$ cat src/rtl/pocket_pkg.sv
// Shared types for the line fetch arbiter: pixel word and fetch FSM states.
package pocket_pkg;

  typedef struct packed {
    logic [7:0] r;
    logic [7:0] g;
    logic [7:0] b;
  } rgb_t;

  typedef enum logic [1:0] {
    StIdle,
    StFetch,
    StDrain,
    StHost
  } fetch_state_t;

endpackage

$ cat src/rtl/sat_counter.sv
// Saturating up-counter; holds at all-ones once reached.
module sat_counter #(
  parameter int unsigned WIDTH = 8
) (
  input  logic             clk,
  input  logic             reset,
  input  logic             inc,
  output logic [WIDTH-1:0] count
);

  logic [WIDTH-1:0] count_q;

  // Count increments, stopping at the maximum value.
  always_ff @(posedge clk or posedge reset) begin
    if (reset) begin
      count_q <= '0;
    end else if (inc && (count_q != '1)) begin
      count_q <= count_q + WIDTH'(1);
    end
  end

  assign count = count_q;

endmodule

$ cat src/rtl/line_fetch_arbiter.sv
// Line fetch arbiter: fetches one video line per line_start from memory into a
// double-banked line buffer and slots host writes in between fetches.
// Build option: define LINE_FETCH_HOST_INTERLEAVE_EN to offer a host write slot
// after every BURST_LEN accepted reads inside a fetch.
module line_fetch_arbiter
  import pocket_pkg::*;
#(
  parameter int unsigned LINE_WORDS = 400,
  parameter int unsigned ADDR_WIDTH = 17,
  parameter int unsigned Y_WIDTH    = 9,
  parameter int unsigned BURST_LEN  = 8
) (
  input  logic                          clk,
  input  logic                          reset,
  input  logic                          line_start,
  input  logic [Y_WIDTH-1:0]            y_index,
  input  logic                          y_index_valid,
  output logic [ADDR_WIDTH-1:0]         mem_addr,
  output logic                          mem_rd,
  output logic                          mem_wr,
  output rgb_t                          mem_wdata,
  input  logic                          mem_ready,
  input  rgb_t                          mem_rdata,
  input  logic                          mem_rvalid,
  output logic                          lb_wr,
  output logic [$clog2(LINE_WORDS)-1:0] lb_addr,
  output rgb_t                          lb_data,
  output logic                          lb_bank,
  input  logic                          host_req,
  input  logic [ADDR_WIDTH-1:0]         host_addr,
  input  rgb_t                          host_wdata,
  output logic                          host_gnt,
  output logic                          underrun,
  output logic [7:0]                    underrun_count
);

  localparam int unsigned CntW    = $clog2(LINE_WORDS + 1);
  localparam int unsigned LbAddrW = $clog2(LINE_WORDS);
  localparam int unsigned BurstW  = $clog2(BURST_LEN + 1);
  localparam logic [CntW-1:0]   LastIdx   = CntW'(LINE_WORDS - 1);
  localparam logic [BurstW-1:0] BurstLast = BurstW'(BURST_LEN - 1);

`ifdef LINE_FETCH_HOST_INTERLEAVE_EN
  localparam bit InterleaveEn = 1'b1;
`else
  localparam bit InterleaveEn = 1'b0;
`endif

  fetch_state_t          state_q, state_d;
  logic                  fetch_pending_q, fetch_pending_d;
  logic [ADDR_WIDTH-1:0] pend_base_q, pend_base_d;
  logic [ADDR_WIDTH-1:0] base_q, base_d;
  logic [CntW-1:0]       issue_cnt_q, issue_cnt_d;
  logic [CntW-1:0]       ret_cnt_q, ret_cnt_d;
  logic [BurstW-1:0]     burst_cnt_q, burst_cnt_d;
  logic                  lb_bank_q;
  logic                  underrun_q, underrun_d;

  logic                  ls_valid;
  logic                  fetch_busy;
  logic                  ret_fire;
  logic [ADDR_WIDTH-1:0] line_base;

  assign ls_valid   = line_start && y_index_valid;
  assign line_base  = ADDR_WIDTH'(32'(y_index) * LINE_WORDS);
  // A fetch is outstanding in FETCH/DRAIN, or in HOST when it interrupted a fetch.
  assign fetch_busy = (state_q == StFetch) || (state_q == StDrain) ||
                      ((state_q == StHost) && (issue_cnt_q != '0));
  // Returns only count while reads are outstanding, so stale data after reset is dropped.
  assign ret_fire   = mem_rvalid && (ret_cnt_q < issue_cnt_q);
  assign underrun_d = line_start && fetch_busy;

  // Memory and line-buffer outputs; mem_rd/mem_wr depend on state only.
  always_comb begin
    mem_rd    = 1'b0;
    mem_wr    = 1'b0;
    mem_addr  = '0;
    mem_wdata = '0;
    host_gnt  = 1'b0;
    case (state_q)
      StFetch: begin
        mem_rd   = 1'b1;
        mem_addr = base_q + ADDR_WIDTH'(issue_cnt_q);
      end
      StHost: begin
        mem_wr    = 1'b1;
        mem_addr  = host_addr;
        mem_wdata = host_wdata;
        host_gnt  = mem_ready;
      end
      default: ;
    endcase
    lb_wr   = ret_fire;
    lb_addr = ret_fire ? ret_cnt_q[LbAddrW-1:0] : '0;
    lb_data = ret_fire ? mem_rdata : '0;
  end

  // Next-state logic for the fetch FSM, counters and queued fetch.
  always_comb begin
    state_d         = state_q;
    fetch_pending_d = fetch_pending_q;
    pend_base_d     = pend_base_q;
    base_d          = base_q;
    issue_cnt_d     = issue_cnt_q;
    ret_cnt_d       = ret_cnt_q;
    burst_cnt_d     = burst_cnt_q;

    if (ret_fire) begin
      ret_cnt_d = ret_cnt_q + CntW'(1);
    end

    case (state_q)
      StIdle: begin
        // A line start this cycle outranks the host; wait for its base to latch.
        if (ls_valid) begin
          state_d = StIdle;
        end else if (fetch_pending_q) begin
          state_d         = StFetch;
          base_d          = pend_base_q;
          fetch_pending_d = 1'b0;
          issue_cnt_d     = '0;
          ret_cnt_d       = '0;
          burst_cnt_d     = '0;
        end else if (host_req) begin
          state_d = StHost;
        end
      end
      StFetch: begin
        if (mem_ready) begin
          issue_cnt_d = issue_cnt_q + CntW'(1);
          burst_cnt_d = (burst_cnt_q == BurstLast) ? '0 : burst_cnt_q + BurstW'(1);
          if (issue_cnt_q == LastIdx) begin
            state_d = StDrain;
          end else if (InterleaveEn && host_req && (burst_cnt_q == BurstLast)) begin
            state_d = StHost;
          end
        end
      end
      StDrain: begin
        if (ret_fire && (ret_cnt_q == LastIdx)) begin
          state_d     = StIdle;
          issue_cnt_d = '0;
          ret_cnt_d   = '0;
        end
      end
      StHost: begin
        if (mem_ready) begin
          state_d = (issue_cnt_q != '0) ? StFetch : StIdle;
        end
      end
      default: state_d = StIdle;
    endcase

    // Only one fetch can be queued; a later line start replaces its base.
    if (ls_valid) begin
      fetch_pending_d = 1'b1;
      pend_base_d     = line_base;
    end
  end

  // State and datapath registers.
  always_ff @(posedge clk or posedge reset) begin
    if (reset) begin
      state_q         <= StIdle;
      fetch_pending_q <= 1'b0;
      pend_base_q     <= '0;
      base_q          <= '0;
      issue_cnt_q     <= '0;
      ret_cnt_q       <= '0;
      burst_cnt_q     <= '0;
      lb_bank_q       <= 1'b0;
      underrun_q      <= 1'b0;
    end else begin
      state_q         <= state_d;
      fetch_pending_q <= fetch_pending_d;
      pend_base_q     <= pend_base_d;
      base_q          <= base_d;
      issue_cnt_q     <= issue_cnt_d;
      ret_cnt_q       <= ret_cnt_d;
      burst_cnt_q     <= burst_cnt_d;
      lb_bank_q       <= lb_bank_q ^ line_start;
      underrun_q      <= underrun_d;
    end
  end

  assign lb_bank  = lb_bank_q;
  assign underrun = underrun_q;

  sat_counter #(
    .WIDTH(8)
  ) u_underrun_cnt (
    .clk  (clk),
    .reset(reset),
    .inc  (underrun_d),
    .count(underrun_count)
  );

endmodule

$ cat config.mk
export PLATFORM = sky130hd
export DESIGN_NAME = line_fetch_arbiter
export DESIGN_NICKNAME = d
export VERILOG_FILES = /design/src/rtl/pocket_pkg.sv /design/src/rtl/sat_counter.sv /design/src/rtl/line_fetch_arbiter.sv
export SDC_FILE = /design/constraint.sdc
export NUM_CORES = 1
export LEC_CHECK = 0
export CORE_MARGIN = 2
export CORE_UTILIZATION = 30
export CTS_CLUSTER_SIZE = 30
export DETAILED_ROUTE_END_ITERATION = 16
export GPL_TIMING_DRIVEN = 0
export PLACE_DENSITY = 0.68
export SYNTH_ARGS = -nofsm -noshare
export SYNTH_HDL_FRONTEND = slang
export SYNTH_SLANG_ARGS = --single-unit
$ cat constraint.sdc
create_clock -name clk -period 8.2 [get_ports clk]
set_clock_uncertainty 0.1 [all_clocks]
set_input_delay 2.46 -clock clk [delete_from_list [all_inputs] [get_ports clk]]
set_output_delay 2.46 -clock clk [all_outputs]
set_load 0.01 [all_outputs]
## Yosys cells after proc, flatten, opt, wreduce, memory -nomap -nowiden

Index checks and enable logic that the tools add are counted.

- Register bits: 57
- Logic and storage cells: 73
- Output and inout port bits: 88

- $mul: 1
- Reduce and logical (&&, ||, !) cells: 15
- $lt $le $gt $ge: 1
- Mux-type cells: 28
- $add $sub $neg: 4
- Bitwise gates (word level): 2
- Equality and inequality tests: 13

Operators by type and width:

| cell | number |
|---|---|
| two-way mux 9 bit | 9 |
| two-way mux 24 bit | 2 |
| one-hot mux 17 bit (2 select lines) | 1 |
| one-hot mux 9 bit (3 select lines) | 1 |
| adder 9 x 1 -> 9 bit (second input constant) | 2 |
| equality test 9 bit (second input constant) | 2 |
| one-hot mux 9 bit (2 select lines) | 1 |
| adder 17 x 9 -> 17 bit | 1 |
| two-way mux 2 bit | 7 |
| multiplier 9 x 5 -> 13 bit (second input constant) | 1 |
| AND reduction 5 bit | 2 |
| < comparator 9 bit | 1 |
| nonzero test 9 bit | 1 |
| adder 8 x 1 -> 8 bit (second input constant) | 1 |
| inequality test 2 bit (second input constant) | 4 |
| inequality test 8 bit (second input constant) | 1 |
| one-hot mux 2 bit (4 select lines) | 1 |
| logical AND 1 bit | 6 |
| two-way mux 1 bit | 6 |
| equality test 2 bit (second input constant) | 2 |
| inequality test 2 x 1 -> 1 bit (second input constant) | 2 |
| inequality test 4 bit (second input constant) | 1 |
| AND reduction 3 bit | 1 |
| nonzero test 3 bit | 1 |
| other kinds (6) | 7 |

## Logic depth before layout (Yosys ltp)

Gate-level depths: netlist (run 1).

- Depth after elaboration: 6
- Mapped depth: 12
- Mapped depth without buffers: 12

## By module

Synthesis (run 1) repeated with hierarchy kept, for this count alone.

- Cells, all modules: 517
- Area total of the unflattened synthesis: 4523.1 sq um

Modules (own cells, without submodules):

| module | area each (sq um) | sequential area each (sq um) | instances | cells an instance |
|---|---|---|---|---|
| line_fetch_arbiter | 4103.9 | 1226.2 | 1 | 479 |
| sat_counter | 419.2 | 200.2 | 1 | 38 |

## Least setup slack after synthesis (run 1)

Ideal clock, no wire load.

- Kind: input port to output port
- Start: input mem_rvalid
- End: output lb_addr[0]
- Arrival: 3509 ps
- Buffers on the path: 1
- Slack: 2131 ps
- Cell stages on the path: 4
- Required time: 5640 ps
- Cells stage by stage: nand4b_2 nor2_1 clkbuf_1 ha_1

- Word-level cells in the longest chain between the ends: 2

Ends and longest elaborated chain:

| item | RTL line | source |
|---|---|---|
| start, declared | line_fetch_arbiter.sv:24 | `input logic mem_rvalid,` |
| logical AND 1 bit | line_fetch_arbiter.sv:70 | `assign ret_fire = mem_rvalid && (ret_cnt_q < issue_cnt_q);` |
| net lb_wr | line_fetch_arbiter.sv:25 | `output logic lb_wr,` |
| two-way mux 9 bit | line_fetch_arbiter.sv:94 | `lb_addr = ret_fire ? ret_cnt_q[LbAddrW-1:0] : '0;` |
| end, declared | line_fetch_arbiter.sv:26 | `output logic [$clog2(LINE_WORDS)-1:0] lb_addr,` |

The timed path passes the listed nets, and every way through them passes these cells.

## Worst setup path in the final report (run 1)

- Start: input mem_rvalid
- End: output lb_addr[0]

- Word-level cells in the longest chain between the ends: 2

Ends and longest elaborated chain:

| item | RTL line |
|---|---|
| logical AND 1 bit | line_fetch_arbiter.sv:70 |
| two-way mux 9 bit | line_fetch_arbiter.sv:94 |

No other way between the ends.

==> flow_metrics.tcl, run 1 <==
set metrics [dict create \
    status "completed" \
    cts_buffer_depth 2 \
    yosys_warnings 0 \
    rr_startpoint "issue_cnt_q[8]$_DFFE_PP0P_" \
    postCtsHoldBufs 0 \
    synth_area_mm2 0.00443 \
    r2r_end "ret_cnt_q[0]$_DFF_PP0_" \
    finalCritPeriodShare 0.888 \
    max_freq_mhz 137 \
    ir_worst_vdd_mv 0.107 \
    grt_max_degree 35 \
    relSlewSlack 0.506 \
    tritoncts "built" \
    crit_type "primary input to output port" \
    async_flop_share 1.00 \
    cts-root-buf "clkbuf_16" \
    fin_nets 806 \
    fin_crit_ps 7280 \
    groute.usage.overall 0.152 \
    numClockSinks 57 \
    rsz0062_at_grt "false" \
    cts_resized 0 \
    leakagePower_nw 2.80 \
    fill_cells 1367 \
    synth_commonest_cells "and2_1 (58), dfrtp_1 (57), ha_1 (51), nand2_1 (42), o21ai_0 (40)" \
    start_util 0.306 \
    dieArea_mm2 0.0158 \
    worstPathMaxFanout 11 \
    drt_iter0_drc 163 \
    synth_nets 627 \
    die_h_um 126 \
    endpoint_kind "output port" \
    min_from "lb_bank$_DFF_PP0_" \
    clock_latency_ps 330 \
    row_count 44 \
    htree_levels 3 \
    whs_path_depth 1 \
    hold_class "flop to flop" \
    synth_cell_types 48 \
    grt_pass1_vias 4115 \
    drcViolationCount 0 \
    synth-seq-area-share 0.322 \
    hold_violations 0 \
    ant_nets 0 \
    cts_buffers 9 \
    core_mm2 0.0145 \
    reg2reg_depth 8 \
    finalSetupViolCount 0 \
    required_ps 5640 \
    place_inst 842 \
    whs_ps 376 \
    via_per_inst 4.87 \
    p_per_area_mw_per_mm2 258 \
    synth_area_leaders "dfrtp_1 (32%), ha_1 (14%), and2_1 (8.2%), mux2_2 (4.6%), o21ai_0 (4.5%)" \
    wl_um 12300 \
    cp.arrival_ps 4720 \
    crit_path_start_kind "primary input" \
    synth-seq-cells 57 \
    slew_viol_final 0 \
    die_w_um 126 \
    place_hpwl_um 10000 \
    synth_top_area_cell "dfrtp_1" \
    hold_end "lb_bank$_DFF_PP0_" \
    synth_ff_type "dfrtp_1" \
    regToRegSetupSlack_ps 5290 \
    vias 4181 \
    post_cts_buffers 0 \
    dr.pass1.iters 4 \
    detail_route.wl_per_cell_um 14.3 \
    yosysTopAreaCellShare 0.322 \
    portBuffers 167 \
    synth_edf_count 0 \
    grt_overflow 0 \
    drv_cap 0 \
    final-instance-count-excl-fill 858 \
    grt_pass1_wl_um 20000 \
    layout-drive-gt1-share 0.0742 \
    path_clk_slew_ps 60 \
    area_growth_pct 50.2 \
    antenna_found_initial 0 \
    finalSetupTns_ps 0 \
    gp_congestion 0.819 \
    worst_slew_pin_slew_ps 734 \
    syn_area_per_cell_um2 9.05 \
    yosysMostFrequentCell "and2_1" \
    ios 169 \
    antennaDiodeCount 0 \
    syn_inst 490 \
]
cells in the final DEF, fill, tap and decap left out, types with 3 or more instances in the layout:
master | Yosys | layout
clkdlybuf4s50_1 | 0 | 167
and2_1 | 58 | 58
dfrtp_1 | 57 | 57
ha_1 | 51 | 51
nand2_1 | 42 | 42
o21ai_0 | 40 | 40
inv_1 | 37 | 36
nor2_1 | 26 | 26
xnor2_1 | 19 | 19
mux2_2 | 18 | 18
clkbuf_1 | 13 | 13
nand3_1 | 12 | 12
o31ai_1 | 12 | 12
a21oi_1 | 11 | 11
xor2_1 | 11 | 11
nor3_1 | 10 | 10
clkbuf_16 | 0 | 9
nand4_1 | 7 | 7
a21o_1 | 6 | 6
o21a_1 | 5 | 5
nor4_1 | 5 | 5
and3_1 | 5 | 5
fa_1 | 5 | 5
a211oi_1 | 4 | 4
a31oi_1 | 3 | 3
nor2b_1 | 3 | 3
inv_6 | 0 | 3
power breakdown:
| part | internal [mW] | total [mW] | switching, mW |
|---|---|---|---|
| clock | 0.237 | 0.375 | 0.138 |
| sequential | 0.366 | 0.442 | 0.0767 |
| combinational | 0.455 | 0.898 | 0.443 |
flip-flops by register name, summed over array words and instances (netlist names):
name / cells
lb_bank: 1
issue_cnt_q: 9
ret_cnt_q: 9
state_q: 2
pend_base_q: 13
underrun: 1
base_q: 13
u_underrun_cnt.count: 8
fetch_pending_q: 1
logic make-up after synthesis:
group / synth area share
adder cells (fa/ha/maj): 0.167
AO/OA/AOI/OAI: 0.139
AND/OR/NAND/NOR: 0.214
flip-flops: 0.322
XOR/XNOR: 0.0593
multiplexers: 0.0502
buffers and inverters: 0.0491
critical path, stage by stage:
cell and delay [ps]:
clkdlybuf4s50_1 470, nand4b_2 240, nor2_1 430, clkbuf_1 350, ha_1 220, clkdlybuf4s50_1 540
how the worst max path moves through the flow:
stage | start | end | slack (ps)
2_1_floorplan | mem_rvalid | lb_addr[0] | 2130
3_3_place_gp | mem_rvalid | lb_addr[0] | 960
3_5_place_dp | mem_rvalid | lb_addr[0] | 920
4_1_cts | mem_rvalid | lb_addr[0] | 910
5_1_grt | mem_rvalid | lb_addr[0] | 720
6_report | mem_rvalid | lb_addr[0] | 920
metrics by stage:
step           setup slack [ps]  instance area [µm²]  power (mW)   util
6_report                    921                 6660        1.72  0.460
2_1_floorplan              2130                 4430       0.938      -
5_1_grt                     716                 6660        1.83  0.460
4_1_cts                     914                 6660        1.73  0.460
3_5_place_dp                916                 6350        1.35  0.439
3_3_place_gp                965                 6330        1.32  0.438
area by class of cell:
| class | instances | area, µm² | area share |
|---|---|---|---|
| multi-input combinational | 380 | 2790 | 0.419 |
| sequential | 57 | 1430 | 0.214 |
| buffer | 16 | 78.8 | 0.0118 |
| inverter | 37 | 139 | 0.0209 |
| timing repair buffer | 168 | 1690 | 0.254 |
| tap | 184 | 230 | 0.0346 |
| clock buffer | 9 | 225 | 0.0338 |
| clock inverter | 7 | 76.3 | 0.0115 |
routing by layer:
layer / part of all wire / global-route usage
met1: 0.45 / 0.200
met4: 0.016 / 0.0458
met3: 0.053 / 0.0257
met2: 0.48 / 0.256
met5: 0 / 0
Note: power is estimated with default switching activity, not from simulation.
==> inputs of run 2 (changes only) <==
--- a/config.mk
+++ b/config.mk
@@ -5,12 +5,13 @@
 export SDC_FILE = /design/constraint.sdc
 export NUM_CORES = 1
 export LEC_CHECK = 0
+export CAP_MARGIN = 30
 export CORE_MARGIN = 2
 export CORE_UTILIZATION = 30
 export CTS_CLUSTER_SIZE = 30
 export DETAILED_ROUTE_END_ITERATION = 16
 export GPL_TIMING_DRIVEN = 0
-export PLACE_DENSITY = 0.68
+export PLACE_DENSITY = 0.7
 export SYNTH_ARGS = -nofsm -noshare
 export SYNTH_HDL_FRONTEND = slang
 export SYNTH_SLANG_ARGS = --single-unit
==> constraint.sdc (replaced) <==
create_clock -name clk -period 6.1 [get_ports clk]
set_clock_uncertainty 0.1 [all_clocks]
set_input_delay 1.83 -clock clk [delete_from_list [all_inputs] [get_ports clk]]
set_output_delay 1.83 -clock clk [all_outputs]
set_load 0.01 [all_outputs]
==> run 2 against run 1 <==
Effect of this change:
- final cell count down 0.12%
- first-iteration DRC count down 9.8%
- worst setup slack worse by 720 ps
- register-to-register slack got worse by 2200 ps
- critical endpoint unchanged
- largest power group unchanged
- highest routed layer unchanged
==> flow_metrics.tcl, run 2 (same netlist as run 1, synthesis figures left out) <==
set metrics [dict create \
    detail_route.wl_per_cell_um 14.6 \
    layout-drive-gt1-share 0.0728 \
    cts_buffer_depth 2 \
    finalSetupViolCount 0 \
    area_growth_pct 50.5 \
    postCtsHoldBufs 0 \
    core_mm2 0.0145 \
    path_clk_slew_ps 50 \
    gp_congestion 0.835 \
    cp.arrival_ps 3970 \
    cts_buffers 9 \
    hold_class "flop to flop" \
    clock_latency_ps 320 \
    grt_pass1_wl_um 20700 \
    r2r_end "ret_cnt_q[0]$_DFF_PP0_" \
    path_delay_family "buffers and inverters" \
    ant_nets 0 \
    status "completed" \
    hold_end "pend_base_q[12]$_DFFE_PP0P_" \
    antenna_found_initial 0 \
    reg2reg_depth 8 \
    tritoncts "built" \
    rr_startpoint "issue_cnt_q[5]$_DFFE_PP0P_" \
    crit_path_start_kind "primary input" \
    grt_pass1_vias 4287 \
    place_hpwl_um 10200 \
    die_h_um 126 \
    slew_viol_final 0 \
    slowest_delay_ps 540 \
    grt_max_degree 32 \
    drt_iter0_drc 147 \
    grt_overflow 0 \
    start_util 0.306 \
    vias 4184 \
    worst_slew_pin_slew_ps 1030 \
    drcViolationCount 0 \
    fin_crit_ps 5900 \
    portBuffers 167 \
    worstPathMaxFanout 11 \
    ios 169 \
    crit_type "primary input to output port" \
    cts-root-buf "clkbuf_16" \
    mostFrequentLayoutCell "clkdlybuf4s50_1" \
    min_from "pend_base_q[12]$_DFFE_PP0P_" \
    slowest_stage "clkdlybuf4s50_1" \
    required_ps 4170 \
    endpoint_kind "output port" \
    max_freq_mhz 169 \
    leakagePower_nw 2.81 \
    relSlewSlack 0.309 \
    crit_chain "clkdlybuf4s50_1 -> nand4b_2 -> nor2_4 -> clkbuf_1 -> ha_1 -> clkdlybuf4s50_1" \
    wl_um 12500 \
    numClockSinks 57 \
    rsz0062_at_grt "false" \
    row_count 44 \
    whs_path_depth 1 \
    final_core_util 0.461 \
    regToRegSetupSlack_ps 3140 \
    total_power_mw 2.33 \
    dr.pass1.iters 5 \
    die_w_um 126 \
    final_cell_mix "clkdlybuf4s50_1 (167), and2_1 (58), dfrtp_1 (57)" \
    drv_cap 0 \
    largestRegisters "base_q (13), pend_base_q (13)" \
    hold_violations 0 \
    htree_levels 3 \
    critPathBufInv 3 \
    ir_worst_vdd_mv 0.145 \
    p_per_area_mw_per_mm2 349 \
    post_cts_buffers 0 \
    finalSetupTns_ps 0 \
    cts_resized 0 \
    groute.usage.overall 0.159 \
    antennaDiodeCount 0 \
    fin_nets 806 \
    via_per_inst 4.88 \
    cp_common_cell "clkdlybuf4s50_1" \
    finalCritPeriodShare 0.968 \
    dieArea_mm2 0.0158 \
]
## run 2: cell types whose count changed in the layout (fill, tap and decap cells not counted), sizes merged
cell,change
bufinv,+1
clkinv,+1
clkinvlp,-1
clkbuf,+1
inv,-3
## run 2: layer usage
layer	vias up	wire, µm	global-route usage
li1	2057	-	-
met3	11	722	0.0308
met4	0	144	0.0549
met2	134	6470	0.290
met5	-	0	0
met1	1982	5180	0.187
## run 2: final cells by class
type	instances	area, µm²
clock inverters	5	81.3
plain buffers	16	78.8
well taps	184	230
multi-input cells	380	2800
clock buffers	10	229
fillers	1346	7810
repair buffers	168	1690
flip-flops and latches	57	1430
inverters	37	139
## run 2: how the worst max path moves through the flow
stage	cells past startpoint	from	endpoint
after floorplan	4	mem_rvalid	lb_addr[0]
after global placement	6	mem_rvalid	lb_addr[0]
after detailed placement	6	mem_rvalid	lb_addr[0]
after CTS	6	mem_rvalid	lb_addr[0]
after global routing	6	mem_rvalid	lb_addr[0]
final	6	mem_rvalid	lb_addr[0]
## run 2: worst register-to-register path, delay by kind of cell, from the launching register on
kind,cells,cell delay (ps)
AOI/OAI and AO/OA,1,840
DFF,1,480
and+or+nand+nor,3,330
adders and majority gates,2,670
buffers and inverters,2,390
## run 2: stage by stage
stage | cells | hold WS [ps] | setup slack [ps] | instance area, µm²
global route | 857 | 401 | 48.7 | 6670
global placement | 841 | 364 | 65.5 | 6330
CTS | 857 | 382 | 39.8 | 6670
floorplan | 490 | 343 | 1290 | 4430
finish | 857 | 379 | 197 | 6670
detailed placement | 842 | 370 | 44.1 | 6350
## run 2: power breakdown
part	internal, mW	switching [mW]	leakage (nW)
clock network	0.354	0.167	0.149
registers	0.492	0.101	0.732
logic	0.613	0.599	1.93
==> inputs of run 3 (changes only) <==
==> constraint.sdc (replaced) <==
create_clock -name clk -period 4.8 [get_ports clk]
set_clock_uncertainty 0.1 [all_clocks]
set_input_delay 1.44 -clock clk [delete_from_list [all_inputs] [get_ports clk]]
set_output_delay 1.44 -clock clk [all_outputs]
set_load 0.01 [all_outputs]
==> run 3 against run 2 <==
Effect of this change:
- register-to-register slack worse by 1000 ps
- power is 28% higher
- design area is 0.60% higher
- clock-buffer cell count stayed put
- clock power is 27% higher
- sequential share of layout area is 0.11 points lower
- die area stayed put
- first-iteration DRC count is 12% lower
- critical path type unchanged
- largest power group unchanged
==> flow_metrics.tcl, run 3 (same netlist as run 1, synthesis figures left out) <==
set metrics [dict create \
    rsz0062_at_grt "false" \
    area_growth_pct 51.4 \
    crit_path_start_kind "primary input" \
    whs_ps 378 \
    mostFrequentLayoutCell "clkdlybuf4s50_1" \
    grt_max_degree 32 \
    status "completed" \
    vias 4189 \
    dr.pass1.iters 5 \
    max_freq_mhz 212 \
    hold_violations 0 \
    via_per_inst 4.88 \
    detail_route.wl_per_cell_um 14.6 \
    start_util 0.306 \
    finalCritPeriodShare 0.982 \
    p_sw_mw 1.11 \
    min_from "pend_base_q[12]$_DFFE_PP0P_" \
    die_h_um 126 \
    largestRegisters "base_q (13), pend_base_q (13)" \
    layout-drive-gt1-share 0.0844 \
    antenna_found_initial 0 \
    core_mm2 0.0145 \
    regToRegSetupSlack_ps 2120 \
    worstPathMaxFanout 10 \
    place_hpwl_um 10200 \
    crit_chain "clkdlybuf4s50_1 -> nand4b_4 -> nor2_4 -> buf_2 -> and2_1 -> clkdlybuf4s50_1" \
    htree_levels 3 \
    numClockSinks 57 \
    intPower_mw 1.87 \
    rr_startpoint "issue_cnt_q[7]$_DFFE_PP0P_" \
    finalSetupTns_ps 0 \
    power_frac_clock 0.223 \
    whs_path_depth 1 \
    critPathBufInv 3 \
    path_clk_slew_ps 50 \
    slew_viol_final 0 \
    relSlewSlack 0.576 \
    worst_slew_pin_slew_ps 633 \
    drv_cap 0 \
    cp.arrival_ps 3170 \
    postCtsHoldBufs 0 \
    portBuffers 167 \
    leakagePower_nw 2.83 \
    crit_type "primary input to output port" \
    ios 169 \
    cts-root-buf "clkbuf_16" \
    r2r_end "issue_cnt_q[5]$_DFFE_PP0P_" \
    sw_frac_of_total 0.371 \
    slowest_stage "clkdlybuf4s50_1" \
    wl_um 12500 \
    reg2reg_depth 10 \
    cts_buffer_depth 2 \
    place_inst 842 \
    seqPwrFrac 0.253 \
    p_per_area_mw_per_mm2 444 \
    gp_congestion 0.835 \
    final_cell_mix "clkdlybuf4s50_1 (167), and2_1 (58), dfrtp_1 (56)" \
    grt_overflow 0 \
    drt_iter0_drc 130 \
    clock_latency_ps 320 \
    worst_slack_ps 85.2 \
    die_w_um 126 \
    fin_crit_ps 4710 \
    pre_cts_ws_ps -476 \
    grt_pass1_vias 4306 \
    fin_nets 808 \
    ant_nets 0 \
    final-instance-count-excl-fill 859 \
    drcViolationCount 0 \
    grt_pass1_wl_um 20800 \
    ir_worst_vdd_mv 0.186 \
    tritoncts "built" \
    path_delay_family "buffers and inverters" \
    finalSetupViolCount 0 \
    row_count 44 \
    dieArea_mm2 0.0158 \
    required_ps 3260 \
    endpoint_kind "output port" \
    p_comb_frac 0.524 \
    slowest_delay_ps 550 \
    antennaDiodeCount 0 \
    cts_buffers 9 \
    hold_end "pend_base_q[12]$_DFFE_PP0P_" \
    hold_class "flop to flop" \
    cp_common_cell "clkdlybuf4s50_1" \
    groute.usage.overall 0.160 \
]
[run 3: cell count changes in the layout (fill, tap and decap cells not counted), sizes merged]
| cell | before | now |
|---|---|---|
| clkbuf | 23 | 22 |
| buf | 4 | 7 |
[run 3: routing by layer]
layer	GRT usage	vias to the layer above	part of all wire
met2	0.292	126	0.52
met5	0	-	0
li1	-	2060	-
met4	0.0549	0	0.010
met3	0.0308	9	0.060
met1	0.187	1994	0.41
[run 3: how the worst max path moves through the flow]
stage / slack, ps / depth (start not counted) / end / from
floorplan: 770 / 10 / pend_base_q[16]$_DFFE_PP0P_ / y_index[2]
global placement: -450 / 6 / lb_addr[0] / mem_rvalid
detailed placement: -480 / 6 / lb_addr[0] / mem_rvalid
CTS: 40 / 8 / lb_addr[0] / issue_cnt_q[5]$_DFFE_PP0P_
global route: 5 / 6 / lb_addr[0] / mem_rvalid
finish: 90 / 6 / lb_data[9] / mem_rvalid
[run 3: final cells by class]
cell class	instances	area, µm²
Buffer	16	85.1
Clock buffer	10	229
Clock inverter	5	81.3
Fill cell	1339	7770
Inverter	37	139
Multi-Input combinational cell	380	2810
Sequential cell	57	1430
Tap cell	184	230
Timing Repair Buffer	170	1710
[run 3: metrics by stage]
step / area, µm² / power, mW / util
2_1_floorplan: 4430 / 1.60 / -
3_3_place_gp: 6330 / 2.24 / 0.438
3_5_place_dp: 6350 / 2.31 / 0.439
4_1_cts: 6700 / 3.00 / 0.462
5_1_grt: 6710 / 3.20 / 0.464
6_report: 6710 / 2.98 / 0.464
[run 3: what timing repair did]
item	in CTS	in global routing
setup buffers	1	1
endpoints found under the setup margin	38	37
resized for setup	8	4
pin swaps	1	1
[run 3: power by group through the flow]
stage,Clock [mW],Combinational (mW),Sequential [mW]
floorplan,0,0.865,0.737
global placement,0,1.49,0.749
detailed placement,0,1.54,0.762
CTS,0.676,1.57,0.756
global route,0.697,1.73,0.777
finish,0.664,1.56,0.754
